### config.mk
export PLATFORM = sky130hd
export DESIGN_NAME = piso_serializer
export DESIGN_NICKNAME = d
export VERILOG_FILES = /design/src/rtl/piso_serializer.sv
export SDC_FILE = /design/constraint.sdc
export NUM_CORES = 1
export LEC_CHECK = 0
export BUFFER_PORTS_ARGS = -buffer_cell sky130_fd_sc_hd__buf_2
export CAP_MARGIN = 20
export CORE_AREA = 2 2 39 41
export DETAILED_ROUTE_END_ITERATION = 7
export DIE_AREA = 0 0 41 43
export GPL_TIMING_DRIVEN = 0
export PLACE_DENSITY_LB_ADDON = 0.12
export SLEW_MARGIN = 20
export SYNTH_ARGS = -nofsm -noshare
export SYNTH_HDL_FRONTEND = slang
export SYNTH_SLANG_ARGS = --single-unit
### constraint.sdc
create_clock -name clk -period 1.6 [get_ports clk]
set_clock_uncertainty 0.1 [all_clocks]
set_input_delay 0.16 -clock clk [delete_from_list [all_inputs] [get_ports clk]]
set_output_delay 0.16 -clock clk [all_outputs]
set_load 0.03 [all_outputs]
### src/rtl/piso_serializer.sv
// Parallel-in/serial-out transmitter: accepts a WIDTH-bit word over a valid/ready
// handshake and shifts it out one bit per clock as a framed serial stream.
module piso_serializer #(
    parameter int WIDTH     = 4,
    parameter bit MSB_FIRST = 1'b1
) (
    input  logic             clk,
    input  logic             reset,
    input  logic [WIDTH-1:0] d_in,
    input  logic             load_valid,
    output logic             load_ready,
    output logic             ser_out,
    output logic             ser_valid,
    output logic             ser_last
);

    // Handshake: a word transfers on a rising edge where load_valid and
    // load_ready are both 1; load_ready is combinational, forced low in reset,
    // and the initiator must hold d_in stable until the transfer edge.

    localparam int CW = (WIDTH > 1) ? $clog2(WIDTH) : 1;
    localparam logic [CW-1:0] CNT_LOAD = CW'(WIDTH - 1);

    typedef enum logic {
        IDLE  = 1'b0,
        SHIFT = 1'b1
    } state_t;

    state_t           state;
    state_t           state_next;
    logic [WIDTH-1:0] shift_reg;
    logic [WIDTH-1:0] shift_reg_next;
    logic [CW-1:0]    bit_cnt;
    logic [CW-1:0]    bit_cnt_next;
    logic             xfer;
    logic             ser_out_next;
    logic             ser_valid_next;
    logic             ser_last_next;

    function automatic logic head_bit(input logic [WIDTH-1:0] v);
        return MSB_FIRST ? v[WIDTH-1] : v[0];
    endfunction

    // bit_cnt is 0 in IDLE, so a zero count covers both ready conditions
    // except that the state test keeps the intent explicit.
    always_comb begin
        load_ready = !reset && ((state == IDLE) || (bit_cnt == '0));
        xfer       = load_valid && load_ready;
    end

    always_comb begin
        state_next     = state;
        shift_reg_next = shift_reg;
        bit_cnt_next   = bit_cnt;
        case (state)
            IDLE: begin
                if (xfer) begin
                    shift_reg_next = d_in;
                    bit_cnt_next   = CNT_LOAD;
                    state_next     = SHIFT;
                end
            end
            SHIFT: begin
                if (bit_cnt != '0) begin
                    shift_reg_next = MSB_FIRST ? (shift_reg << 1) : (shift_reg >> 1);
                    bit_cnt_next   = bit_cnt - CW'(1);
                end else if (xfer) begin
                    shift_reg_next = d_in;
                    bit_cnt_next   = CNT_LOAD;
                end else begin
                    shift_reg_next = '0;
                    state_next     = IDLE;
                end
            end
            default: begin
                shift_reg_next = '0;
                bit_cnt_next   = '0;
                state_next     = IDLE;
            end
        endcase
    end

    // Serial outputs are precomputed from the next state so they come straight
    // from flops and line up with the bit currently at the head.
    always_comb begin
        ser_valid_next = (state_next == SHIFT);
        ser_out_next   = ser_valid_next && head_bit(shift_reg_next);
        ser_last_next  = ser_valid_next && (bit_cnt_next == '0);
    end

    always_ff @(posedge clk) begin
        if (reset) begin
            state     <= IDLE;
            shift_reg <= '0;
            bit_cnt   <= '0;
            ser_out   <= 1'b0;
            ser_valid <= 1'b0;
            ser_last  <= 1'b0;
        end else begin
            state     <= state_next;
            shift_reg <= shift_reg_next;
            bit_cnt   <= bit_cnt_next;
            ser_out   <= ser_out_next;
            ser_valid <= ser_valid_next;
            ser_last  <= ser_last_next;
        end
    end

endmodule

==> qor.csv <==
stage,metric,value,unit
status,outcome,"finished, final reports clean",
timing,min Tclk post-route,1.41,ns
critical_path,slowest CP cell,dfxtp_1,
synthesis,Synth Register Bits,8,
synthesis,post-synthesis sequential area ratio,0.516,
hold_path,hold endpoint,shift_reg[1],
detailed_routing,wire per inst,10.3,um
synthesis,"top cells by area, synth","dfxtp_1 (52%), nor2_1 (7.3%), a21oi_1 (4.8%)",
synthesis,Synth area leader,dfxtp_1,
timing,unrepaired setup endpoints after global routing,no,
synthesis,Post-synth EDFFs,0,
placed_design,DP Area,370,um2
timing,hold slack,0.0723,ns
critical_path,Max stage delay on crit path,0.36,ns
detailed_routing,DRC,0,
layout,P&R area growth vs syn,26.6,%
critical_path,RR Endpoint,shift_reg[2],
grt,global-route wire length before repair,966,um
detailed_routing,Via density,4.69,
floorplan,Die X,41,um
critical_path,critical path startpoint category,flop,
clocking,CTS Hold Buffers Added,0,
critical_path,crit-path max FO,6,
synthesis,asr flop ratio synth,0,
detailed_routing,DRT Pass-1 Iters,4,
timing,FMAX,0.708,GHz
synthesis,syn_area_per_cell,9.13,um2
layout,share of layout cells above drive strength 1,0.311,
floorplan,Core Rows,14,
layout,Final Cell Area,393,um2
floorplan,IO Pins,11,
timing,final setup TNS,0,ns
detailed_routing,antenna-violating nets left,0,
clocking,CTS sink cnt,8,
grt,antenna violations before repair,0,
clocking,Max H-tree Level,1,
critical_path,CP endpoint kind,output port,
critical_path,CP cell instances,o21a_2 > nor2_1 > buf_2,
critical_path,Crit Path Class,flop to output port,
synthesis,post-synth cell types,17,
synthesis,most common cell in the synthesized netlist,dfxtp_1,
critical_path,critical path's top delay family,flip-flops,
timing,final period utilization,0.883,
critical_path,Critical Path AT,1.15,ns
timing,slew at the pin with the worst max-slew slack,0.383,ns
clocking,cts bufs inserted,3,
placed_design,DP Cell Count,58,
critical_path,WP buf/inv,1,
timing,final setup fails,0,
critical_path,CP startpoint,bit_cnt[1],
placed_design,Final GP Congestion,0.693,
clocking,Worst-path clk slew,0.05,ns
clocking,CTS Buffer Depth,2,
timing,final hold violation count,0,
hold_path,hold path depth,3,
clocking,clk_lat worst skew,0.25,ns
floorplan,total core area,0.00138,mm2
hold_path,Hold Path Class,input pin to flop,
job,maxcap violations,0,
clocking,setup bufs post-CTS,0,
power_and_ir_drop,Leakage,0.167,nW
critical_path,Worst R2R Path Depth,3,
layout,Non-Filler Instances,61,
placed_design,PortBufs,8,
clocking,clk root buf,clkbuf_4,
power_and_ir_drop,Pwr Density,1120,mW/mm2
grt,grt total ovfl,0,
critical_path,Reg2Reg Setup Slack,0.49,ns
floorplan,Die Area,0.00176,mm2
clocking,# resized after CTS,0,
grt,Total GRT Usage,0.0885,
synthesis,Yosys warnings,0,
grt,pin count of the biggest net entering global routing,10,
critical_path,Required @ worst endpoint,1.34,ns
placed_design,DP HPWL,438,um
layout,Final #Nets,54,
critical_path,Reg-to-Reg Start,bit_cnt[1],
synthesis,mapped cell area,310,um2
detailed_routing,DRT Wirelength,630,um
timing,Max Slew Vio Count,0,
power_and_ir_drop,maximum vdd drop,0.000358,V
detailed_routing,First DRT Iteration DRCs,16,
detailed_routing,routed vias,286,
hold_path,worst hold start,d_in[1],
synthesis,Mapped Nets,41,
floorplan,Die Y-Extent,43,um
synthesis,"Top FF cell, synth",dfxtp_1,
layout,antenna cell count,0,
timing,Slew HR,0.745,
synthesis,"top cells by count, synth","dfxtp_1 (8), nor2_1 (6), a21oi_1 (3)",
synthesis,Syn Inst Count,34,
grt,vias in the first global route,222,
floorplan,Starting Density,0.224,
synthesis,Synth top area share,0.516,
clocking,TritonCTS clock tree,built,
layout,max FFs per register,3,
[through the flow]
| stage | setup slack [ns] | utilization | total power [mW] |
|---|---|---|---|
| 3_3_place_gp | 0.454 | 0.268 | 0.286 |
| 4_1_cts | 0.172 | 0.284 | 0.442 |
| 6_report | 0.187 | 0.284 | 0.438 |
| 5_1_grt | 0.110 | 0.284 | 0.460 |
| 3_5_place_dp | 0.452 | 0.268 | 0.287 |
| 2_1_floorplan | 0.285 | - | 0.270 |
[tightest hold or removal path, delay by kind of cell]
family / cells / cell delay (ns)
compound gates: 1 / 0.05
simple gates: 1 / 0.07
buf+inv: 1 / 0.09
[final cells by class]
class                   instances  area, um2
flip-flops and latches          8        160
multi-input cells              23        138
clock buffers                   3       22.5
fillers                       153        991
plain buffers                   2       8.76
inverters                       1       3.75
well taps                      16       20.0
repair buffers                  8       40.0
[worst max-delay path by stage]
stage | depth (start not counted) | slack, ns | endpoint
2_1_floorplan | 2 | 0.28 | load_ready
3_3_place_gp | 3 | 0.45 | load_ready
3_5_place_dp | 3 | 0.45 | load_ready
4_1_cts | 3 | 0.17 | load_ready
5_1_grt | 3 | 0.11 | load_ready
6_report | 3 | 0.19 | load_ready
[kinds of logic after synthesis]
kind of cell,synth area share
AND/OR/NAND/NOR,0.153
flip-flops,0.516
AO/OA/AOI/OAI,0.258
buffers and inverters,0.0403
multiplexers,0.0323
[power by group]
group | switching, mW | internal (mW)
Sequential | 0.0137 | 0.212
Clock | 0.0693 | 0.0859
Combinational | 0.0340 | 0.0231
[cell usage in the layout, fill, tap and decap left out, drive strengths merged]
cell type,count
nor2,6
a311oi,1
a32oi,1
buf,8
o21ai,1
mux2i,1
dfxtp,8
nand2,1
clkbuf,5
a22oi,2
nand3,2
and2,1
o21a,1
a21oi,3
inv,1
a211oi,2
nor3,1
[per-layer routing]
layer  wire length, um  global-route usage
met1               288               0.107
met2               287               0.106
met3                55              0.0314
met4                 0               0.100
met5                 0                   0
Note: power is estimated with default switching activity, not from simulation.
